===== src/rtl/aud_player.sv =====
// ---------------------------------------------------------------------------
// aud_player -- serialises 16-bit PCM samples onto a codec DAC data line.
//
// One sample is held in a holding register filled by a simple request/ack
// handshake with the upstream DSP stage. Each left frame (falling edge of
// i_daclrck) shifts the held word out MSB first over 16 bit-clock cycles.
// The right frame either repeats that word (stereo duplicate build) or
// drives zeros (mono build).
//
// Handshake: the DSP stage holds i_en=1 with i_dac_data valid. A sample is
// taken in any cycle where i_en=1 and o_ack=0; o_ack then pulses for exactly
// the following cycle, so a held request is taken at most every other cycle.
//
// Build option: define AUD_PLAYER_STEREO_DUP_EN to retransmit the left word
// in the right frame; leave it undefined for left-only mono output.
//
// Ports:
//   i_clk         codec bit clock, rising-edge active
//   i_rst_n       asynchronous active-low reset
//   i_daclrck     DAC left/right clock (0 = left frame, 1 = right frame)
//   i_en          sample-valid request from the DSP stage
//   i_dac_data    signed 16-bit PCM sample, valid while i_en=1
//   o_ack         one-cycle acceptance pulse
//   o_aud_dacdat  registered serial DAC data, MSB first
//   o_underflow   sticky: a left frame replayed a stale sample
//   o_state       current FSM state (0 IDLE, 1 WAIT_EDGE, 2 SEND_L, 3 SEND_R)
// ---------------------------------------------------------------------------
module aud_player (
  input  logic        i_clk,
  input  logic        i_rst_n,
  input  logic        i_daclrck,
  input  logic        i_en,
  input  logic [15:0] i_dac_data,
  output logic        o_ack,
  output logic        o_aud_dacdat,
  output logic        o_underflow,
  output logic [1:0]  o_state
);

  typedef enum logic [1:0] {
    IDLE      = 2'd0,
    WAIT_EDGE = 2'd1,
    SEND_L    = 2'd2,
    SEND_R    = 2'd3
  } state_t;

  state_t      state;
  state_t      state_nxt;
  logic        lrck_d;
  logic [15:0] hold_data;
  logic        hold_new;
  logic        first_frame;
  logic [15:0] shift_reg;
  logic [3:0]  bit_cnt;
`ifdef AUD_PLAYER_STEREO_DUP_EN
  logic [15:0] last_word;
`endif

  logic fall_edge;
  logic rise_edge;
  logic accept;
  logic load_l;
  logic load_r;
  logic shift_en;

  assign fall_edge = lrck_d & ~i_daclrck;
  assign rise_edge = ~lrck_d & i_daclrck;
  assign accept    = i_en & ~o_ack;
  assign o_state   = state;

  // Any lrck edge outside IDLE starts a new frame, even mid-word: a short
  // frame simply abandons the rest of the word in flight.
  always_comb begin
    state_nxt = state;
    load_l    = 1'b0;
    load_r    = 1'b0;
    shift_en  = 1'b0;
    case (state)
      IDLE: begin
        if (accept) state_nxt = WAIT_EDGE;
      end
      default: begin
        if (fall_edge) begin
          state_nxt = SEND_L;
          load_l    = 1'b1;
        end else if (rise_edge) begin
          state_nxt = SEND_R;
          load_r    = 1'b1;
        end else if (state != WAIT_EDGE) begin
          shift_en = 1'b1;
          if (bit_cnt == 4'd15) state_nxt = WAIT_EDGE;
        end
      end
    endcase
  end

  always_ff @(posedge i_clk or negedge i_rst_n) begin
    if (!i_rst_n) begin
      state <= IDLE;
    end else begin
      state <= state_nxt;
    end
  end

  // Datapath. The word's MSB is registered straight onto the output at the
  // edge-detect clock, so shift_reg holds the remaining bits pre-shifted and
  // bit_cnt counts bits already on the wire (0..15) for the current word.
  always_ff @(posedge i_clk or negedge i_rst_n) begin
    if (!i_rst_n) begin
      lrck_d       <= 1'b0;
      o_ack        <= 1'b0;
      hold_data    <= 16'h0000;
      hold_new     <= 1'b0;
      first_frame  <= 1'b0;
      shift_reg    <= 16'h0000;
      bit_cnt      <= 4'd0;
      o_aud_dacdat <= 1'b0;
      o_underflow  <= 1'b0;
`ifdef AUD_PLAYER_STEREO_DUP_EN
      last_word    <= 16'h0000;
`endif
    end else begin
      lrck_d <= i_daclrck;
      o_ack  <= accept;

      // A sample accepted on the same clock as a left edge lands after the
      // edge has already taken the old word, so it stays fresh for the next.
      if (accept) begin
        hold_data <= i_dac_data;
        hold_new  <= 1'b1;
      end else if (load_l) begin
        hold_new <= 1'b0;
      end

      if (state == IDLE && accept) first_frame <= 1'b1;

      if (load_l) begin
        shift_reg    <= {hold_data[14:0], 1'b0};
        o_aud_dacdat <= hold_data[15];
        bit_cnt      <= 4'd0;
        first_frame  <= 1'b0;
`ifdef AUD_PLAYER_STEREO_DUP_EN
        last_word    <= hold_data;
`endif
        if (!hold_new && !first_frame) o_underflow <= 1'b1;
      end else if (load_r) begin
`ifdef AUD_PLAYER_STEREO_DUP_EN
        shift_reg    <= {last_word[14:0], 1'b0};
        o_aud_dacdat <= last_word[15];
`else
        shift_reg    <= 16'h0000;
        o_aud_dacdat <= 1'b0;
`endif
        bit_cnt      <= 4'd0;
      end else if (shift_en) begin
        o_aud_dacdat <= (bit_cnt == 4'd15) ? 1'b0 : shift_reg[15];
        shift_reg    <= {shift_reg[14:0], 1'b0};
        bit_cnt      <= bit_cnt + 4'd1;
      end else begin
        o_aud_dacdat <= 1'b0;
      end
    end
  end

endmodule

===== config.mk =====
export PLATFORM = sky130hd
export DESIGN_NAME = aud_player
export DESIGN_NICKNAME = d
export VERILOG_FILES = /design/src/rtl/aud_player.sv
export SDC_FILE = /design/constraint.sdc
export NUM_CORES = 1
export LEC_CHECK = 0
export ABC_AREA = 0
export CORE_MARGIN = 1
export CORE_UTILIZATION = 32
export DETAILED_ROUTE_END_ITERATION = 16
export PLACE_DENSITY_LB_ADDON = 0.05
export SYNTH_ARGS = -nofsm -noshare
export SYNTH_HDL_FRONTEND = slang
export SYNTH_SLANG_ARGS = --single-unit

===== constraint.sdc =====
create_clock -name i_clk -period 2.1 [get_ports i_clk]
set_input_delay 0.315 -clock i_clk [delete_from_list [all_inputs] [get_ports i_clk]]
set_output_delay 0.315 -clock i_clk [all_outputs]
set_load 0.02 [all_outputs]

# Yosys cells after proc, flatten, opt, wreduce, memory -nomap -nowiden
# Index checks and enable logic that the tools add are counted.
# W data, S select, Z words.
[totals] register_bits=44 latchBits=0 ram_bits=0 mem_bits_ro=0 in_bits=20 out_inout_bits=5 elab_cells=61 memories=0
[classes] addsub=1 multipliers=0 n_div=0 order_cmp=0 eq_ne=3 n_shift=0 mux=29 bitwise_logic=6 n_reduce_logical=12
[ops] operator="$mux W16" n=3
[ops] operator="$mux W1" n=17
[ops] operator="$mux W2" n=6
[ops] operator="$mux W4" n=3
[ops] operator="$reduce_bool A4 Y1" n=2
[ops] operator="$add A4 B1 Y4 const B" n=1
[ops] operator="$eq A4 B4 Y1 const B" n=1
[ops] operator="$reduce_bool A2 Y1" n=2
[ops] operator="$and A1 B1 Y1" n=3
[ops] operator="$not A1 Y1" n=3
[ops] operator="$reduce_and A3 Y1" n=1
[ops] operator="$reduce_bool A3 Y1" n=1
[ops] operator="$logic_and A1 B1 Y1" n=2
[ops] operator="$logic_not A1 Y1" n=2
[ops] operator="$logic_not A2 Y1" n=1
[ops] operator="$ne A2 B1 Y1 const B" n=1
[ops] operator="$ne A2 B2 Y1 const B" n=1
[ops] operator="$reduce_and A2 Y1" n=1

# Depth between registers and ports, before layout
# Gate-level depths: netlist (run 1).
[depth] depth_word=8 depth_mapped=8 mapped_depth_nobuf=5

# Worst setup path after synthesis (run 1)
# No wires, ideal clock.
[synth_timing] kind="register to register" from="register lrck_d" to="register shift_reg[10]" setup_ps=133 arrival_ps=1512 required_time_ps=1967 path_slack_ps=456 stages_incl_launch_ff=7 path_buffers=2 period_less_slack_ps=1644 cell_sequence="dfrtp_1 > ha_1 > buf_2 > or2_2 > a21oi_2 > buf_2 > a21oi_1"
[synth_via] elab_chain_cells=7 elab_cells_between_ends=14 cone_classes="mux (10); bitwise (3); reduce/logical (1)"
[synth_lines] element="from (decl)" line_no="49" rtl="logic lrck_d;"
[synth_lines] element="from (signal assigned)" line_no="123" rtl="lrck_d <= i_daclrck;"
[synth_lines] element="$not A1 Y1" line_no="67" rtl="assign rise_edge = ~lrck_d & i_daclrck;"
[synth_lines] element="$and A1 B1 Y1" line_no="67"
[synth_lines] element="$mux W1" line_no="86" rtl="end else if (rise_edge) begin"
[synth_lines] element="$mux W1" line_no="83" rtl="if (fall_edge) begin"
[synth_lines] element="$mux W1" line_no="78" rtl="case (state)"
[synth_lines] element="$mux W16" line_no="146" rtl="end else if (load_r) begin"
[synth_lines] element="$mux W16" line_no="137" rtl="if (load_l) begin"
[synth_lines] element="to (signal assigned)" line_no="138" rtl="shift_reg <= {hold_data[14:0], 1'b0};"
[synth_lines] element="to (signal assigned)" line_no="157" rtl="shift_reg <= {shift_reg[14:0], 1'b0};"
[synth_lines] element="to (decl)" line_no="53" rtl="logic [15:0] shift_reg;"
# Parallel ways exist; a longest one is shown, timed or not.
# A chain may end at the register's enable or synchronous reset.

# Worst setup path in the final report (run 1)
[layout_timing] from="register state[1] (netlist: o_state[1])" to="output port o_state[1]"
[layout_lines] element="from (decl)" line_no="47" rtl="state_t state;"
[layout_lines] element="from (signal assigned)" line_no="101" rtl="state <= state_nxt;"
[layout_lines] element="to (decl)" line_no="37" rtl="output logic [1:0] o_state"
# No word-level cell between the ends.

==> results of run 1 <==
per-stage QoR:
step | hold slack (ps) | setup WS [ps] | util [%] | area [um2]
after global routing | 22.25 | 145.0 | 42.10 | 2332
after floorplan | 19.41 | 455.5 | - | 1857
after global placement | 321.2 | 74.57 | 40.29 | 2232
after CTS | 0.9272 | 211.2 | 42.10 | 2332
final | -11.02 | 210.1 | 42.10 | 2332
after detailed placement | 320.8 | 45.39 | 40.29 | 2232
how the worst min path moves through the flow:
stage / from / endpoint / slack (ps) / cells past startpoint
after detailed placement: i_rst_n / bit_cnt[2]$_DFFE_PN0P_ / 320 / 1
after floorplan: i_rst_n / bit_cnt[0]$_DFFE_PN0P_ / 20 / 0
after CTS: i_rst_n / bit_cnt[2]$_DFFE_PN0P_ / 0.9 / 1
final: i_rst_n / bit_cnt[2]$_DFFE_PN0P_ / -10 / 1
after global routing: i_rst_n / bit_cnt[2]$_DFFE_PN0P_ / 20 / 1
after global placement: i_rst_n / bit_cnt[0]$_DFFE_PN0P_ / 320 / 1
cells in the final DEF, fill, tap and decap left out:
master           Yosys  layout
a21o_1               1       1
buf_2                8       1
o21a_1               1       1
buf_12               0       3
or2_2                1       1
o21ai_1              1       1
nand2_1              1       1
inv_1               19      19
ha_1                 3       3
clkbuf_1             1       1
clkdlybuf4s50_1      0      23
or3b_1               1       1
a2bb2oi_1            1       1
buf_4                0       6
o21ai_0              2       2
a32oi_1              1       1
dfrtp_1             43      43
xnor2_1              1       1
nor2_1               6       6
inv_2                1       1
clkbuf_8             0       7
or3_1                1       1
mux2i_1              1       1
o31ai_1              1       1
nand2b_1             1       1
a21oi_2              1       1
a222oi_1            14      14
a32o_1               1       1
and3_1               1       1
nand3_1              4       4
mux2_2              16      16
a21oi_1             19      19
a22o_1               1       1
o22ai_1              1       1
o311a_1              1       1
cells by family after synthesis:
group / Yosys count / share of synthesized area, %
buffers and inverters: 30 / 7.008
adder cells (fa/ha/maj): 3 / 2.022
AND/OR/NAND/NOR: 16 / 4.313
multiplexers: 17 / 10.24
AO/OA/AOI/OAI: 46 / 17.99
XOR/XNOR: 1 / 0.4718
flip-flops: 43 / 57.95
metal layers:
metal / track usage, % / part of all wire, %
met1: 17.95 / 46
met2: 24.30 / 48
met3: 4.302 / 4.6
met4: 5.000 / 1.4
met5: 0 / 0
layout make-up:
| class | count | area, um2 |
|---|---|---|
| flip-flops and latches | 43 | 1076 |
| repair buffers | 33 | 340.3 |
| clock buffers | 8 | 100.1 |
| inverters | 20 | 75.07 |
| multi-input cells | 83 | 650.6 |
| fillers | 534 | 3208 |
| well taps | 72 | 90.09 |
report_power, final:
part	total, uW	internal, uW	switching [uW]
registers	1000	933	69.7
logic	313	173	140
clock network	576	300	275
==> impl_metrics.yaml, run 1 <==
layout:
  syn_to_final_growth_pct: 25.61
  drive_gt1_share_pct: 19.25
  largest_reg_flops: 16
  stdcell_count: 259
  n_antenna_cell: 0
  final_nets: 209
synth:
  synth_top_area_share_pct: 57.95
  synth_common_cells: "dfrtp_1 (43), a21oi_1 (19), inv_1 (19), mux2_2 (16), a222oi_1 (14)"
  synthesis.instances: 156
  ys_ff_latch: 43
  synth_edf_count: 0
  yosysSeqAreaShare_pct: 57.95
  synth_nets: 179
  async_flop_share_pct: 100.0
  yosysMostFrequentCell: "dfrtp_1"
  syn_area_mm2: 0.001857
  netlist_top_cells_area: "dfrtp_1 (58%), mux2_2 (9.7%), a222oi_1 (7.5%)"
  synth_warnings: 0
  yosysUniqueCellTypes: 32
  postSynthAreaPerCell_um2: 11.90
  synthFlopType: "dfrtp_1"
  synth.largest_area_cell: "dfrtp_1"
critical_path:
  slowest_stage: "clkdlybuf4s50_1"
  timing.rr.start: "lrck_d$_DFF_PN0_"
  r2r_end: "bit_cnt[3]$_DFFE_PN0P_"
  critical_path_buf_inv_count: 1
  crit_path_cell_trace: "clkdlybuf4s50_1"
  critPathRequiredTime_ps: 1780
  cp.arrival_ps: 1570
  rr_worst_depth: 4
  path_class: "reg -> out"
  endpoint: "o_state[1]"
  cp_max_fo: 12
  slowest_delay_ps: 690
  reg2reg_slack_ps: 510
  end_kind: "output port"
  cp_top_family: "buffers and inverters"
  critPathLaunchType: "flip-flop"
  startpoint: "o_state[1]$_DFFE_PN0P_"
  path_depth: 1
sta:
  final.setup.tns_ps: 0
  skew_ps: 6.084
  max-slew-margin-rel_pct: 62.77
  worst_slew_pin_slew_ps: 557.8
  holdWs_ps: -11.02
  drv_slew: 0
  max_freq_mhz: 529.1
  rsz0062_at_grt: "no"
  setup_viol: 0
  period_needed_ps: 1890
  hold_viol: 18
  fin_crit_sh_pct: 90.00
clock_tree:
  cts_tree: "yes"
  clk_pin_slew_ps: 80
  cts_root_buf: "clkbuf_8"
  clockBufferDepth: 2
  ctsHoldBuffers: 0
  post_cts_resized: 0
  numCtsBuffers: 5
  cts_num_sinks: 43
  h-tree-depth: 2
  postCtsSetupBuffers: 0
  insertion_delay_ps: 290
global_routing:
  grt_usage_pct: 14.58
  grt_pass1_wl_um: 6775
  antenna_found_initial: 0
  grt_overflow: 0
  grt_pass1_vias: 1357
  grt_max_degree: 23
detailed_routing:
  drc: 0
  first_iter_violations: 103
  wirelength_um: 4000
  ant_nets: 0
  vias: 1340
  drt_pass1_iterations: 5
  routedWlPerCell_um: 15.44
  routed_via_density: 5.174
power:
  p_per_area_mw_per_mm2: 811.0
  p_total_uw: 1892
  max-vdd-ir-drop_mv: 0.3089
  p_leak_uw: 0.001016
floorplan:
  die_h_um: 78.18
  io_pins: 25
  initial_utilization_pct: 33.51
  core_mm2: 0.005540
  placementRows: 27
  die-area_mm2: 0.006111
  die_x_um: 78.18
placed_design:
  gp_congestion: 0.8198
  place_hpwl_um: 2700
  portBuffers: 24
  placed_cells: 251
status:
  outcome: "finished with violations"
  violations: "hold timing"
run:
  max_cap_viol_count: 0
worst_hold_path:
  hold_path.class: "in -> async"
(Power assumes the default switching activity.)
==> run 2, diff against run 1 <==
Settings changed: SLEW_MARGIN from default to 25.
==> results of run 2 <==
The final DEF is identical to that of run 1; final timing and power are the same.
==> run 3, diff against run 2 <==
Settings changed: PLACE_DENSITY from default to 0.57, PLACE_DENSITY_LB_ADDON 0.05 to default.
==> impl_metrics.yaml, run 3 (same netlist as run 1, synthesis figures left out) <==
status:
  outcome: "complete, no violations"
layout:
  fin_util_pct: 41.35
  ff_latch_area_mm2: 0.001076
  drive_gt1_share_pct: 18.18
  n_antenna_cell: 0
  layout_commonest_cell: "dfrtp_1"
  final_area_mm2: 0.002291
  syn_to_final_growth_pct: 23.38
  largest_reg_flops: 16
  fillers: 558
  final_nets: 209
  multi_input_comb_area_um2: 650.6
  layout_common_cells: "dfrtp_1 (43), clkdlybuf4s50_1 (23), inv_1 (19), a21oi_1 (19), mux2_2 (16)"
global_routing:
  grt_overflow: 0
  grt_pass1_vias: 1358
  grt_usage_pct: 14.02
  grt_pass1_wl_um: 6665
  grt_max_degree: 44
  antenna_found_initial: 0
floorplan:
  core_mm2: 0.005540
  die_h_um: 78.18
  die_x_um: 78.18
  initial_utilization_pct: 33.51
  placementRows: 27
  die-area_mm2: 0.006111
  io_pins: 25
clock_tree:
  cts_tree: "yes"
  h-tree-depth: 2
  numCtsBuffers: 5
  post_cts_resized: 0
  cts_num_sinks: 43
  clockBufferDepth: 2
  insertion_delay_ps: 290
  postCtsSetupBuffers: 0
  cts_root_buf: "clkbuf_8"
  clk_pin_slew_ps: 90
detailed_routing:
  vias: 1349
  routedWlPerCell_um: 14.58
  ant_nets: 0
  dr_wl_met3_um: 187
  drt_pass1_iterations: 6
  wl_met2_um: 1831
  drc: 0
  routed.top_layer: "met4"
  first_iter_violations: 209
  routed_via_density: 5.208
  wirelength_um: 3775
  wl_met1_um: 1732
sta:
  final.setup.tns_ps: 0
  hold_viol: 0
  setup_ws_ps: 208.4
  setup_viol: 0
  max-slew-margin-rel_pct: 62.22
  drv_slew: 0
  fin_crit_sh_pct: 90.08
  worst_slew_pin_slew_ps: 566.7
  max_freq_mhz: 528.6
  period_needed_ps: 1892
  rsz0062_at_grt: "no"
  holdWs_ps: 466.3
  skew_ps: 9.510
placed_design:
  placed_area_mm2: 0.002200
  place_hpwl_um: 2474
  portBuffers: 24
  gp_congestion: 0.7877
  place_ws_ps: -77.11
critical_path:
  cp_top_family: "buffers and inverters"
  path_class: "reg -> out"
  critPathLaunchType: "flip-flop"
  rr_worst_depth: 4
  cp_max_fo: 12
  critPathRequiredTime_ps: 1780
  slowest_delay_ps: 680
  cp.arrival_ps: 1580
  end_kind: "output port"
  critical_path_buf_inv_count: 1
  slowest_stage: "clkdlybuf4s50_1"
  r2r_end: "bit_cnt[3]$_DFFE_PN0P_"
  crit_path_cell_trace: "clkdlybuf4s50_1"
  reg2reg_slack_ps: 420
  timing.rr.start: "lrck_d$_DFF_PN0_"
worst_hold_path:
  min-delay-start: "o_underflow$_DFFE_PN0P_"
  min_path_cells: 1
  hold_path.class: "reg -> reg"
  holdPathEnd: "o_underflow$_DFFE_PN0P_"
power:
  p_per_area_mw_per_mm2: 790.1
  p_leak_uw: 0.0009973
  max-vdd-ir-drop_mv: 0.4011
run:
  max_cap_viol_count: 0
run 3: cell types whose count changed in the layout (fill, tap and decap cells not counted):
cell           change
buf_12             -2
clkbuf_8           -2
buf_4              +1
clkbuf_1           +1
clkinv_2           +1
dlygate4sd3_1      +1
run 3: worst max path at each step:
stage	start	end	slack (ps)	cells after the start
finish	o_state[1]$_DFFE_PN0P_	o_state[1]	210	1
global route	i_daclrck	shift_reg[9]$_DFFE_PN0P_	100	6
CTS	o_state[1]$_DFFE_PN0P_	o_state[1]	200	1
detailed placement	i_daclrck	shift_reg[11]$_DFFE_PN0P_	-80	6
global placement	i_daclrck	bit_cnt[3]$_DFFE_PN0P_	20	6
floorplan	lrck_d$_DFF_PN0_	shift_reg[10]$_DFFE_PN0P_	460	6
run 3: repair_timing:
action / in CTS / in global routing
hold buffers: 1 / 0
endpoints found under the setup margin: 0 / 0
endpoints found under the hold margin: 20 / 0
run 3: area by class of cell:
| type | instances | share of cell area, % |
|---|---|---|
| flip-flops and latches | 43 | 46.97 |
| multi-input cells | 83 | 28.40 |
| repair buffers | 33 | 13.87 |
| well taps | 72 | 3.932 |
| clock buffers | 7 | 3.332 |
| inverters | 20 | 3.277 |
| clock inverters | 1 | 0.2185 |
run 3: power by group:
| group | switching [uW] | internal [uW] | total, uW |
|---|---|---|---|
| registers | 68.0 | 933 | 1000 |
| clock network | 273 | 234 | 507 |
| logic | 135 | 167 | 302 |
run 3: metrics by stage:
stage | instances | power [uW]
2_1_floorplan | 156 | 1191
3_3_place_gp | 250 | 1305
3_5_place_dp | 250 | 1323
4_1_cts | 259 | 1834
5_1_grt | 259 | 1924
6_report | 259 | 1810
run 3: per-layer routing:
layer,GRT usage (%),vias up
met1,18.43,674
li1,-,628
met5,0,-
met2,22.54,45
met4,5.000,0
met3,3.256,2
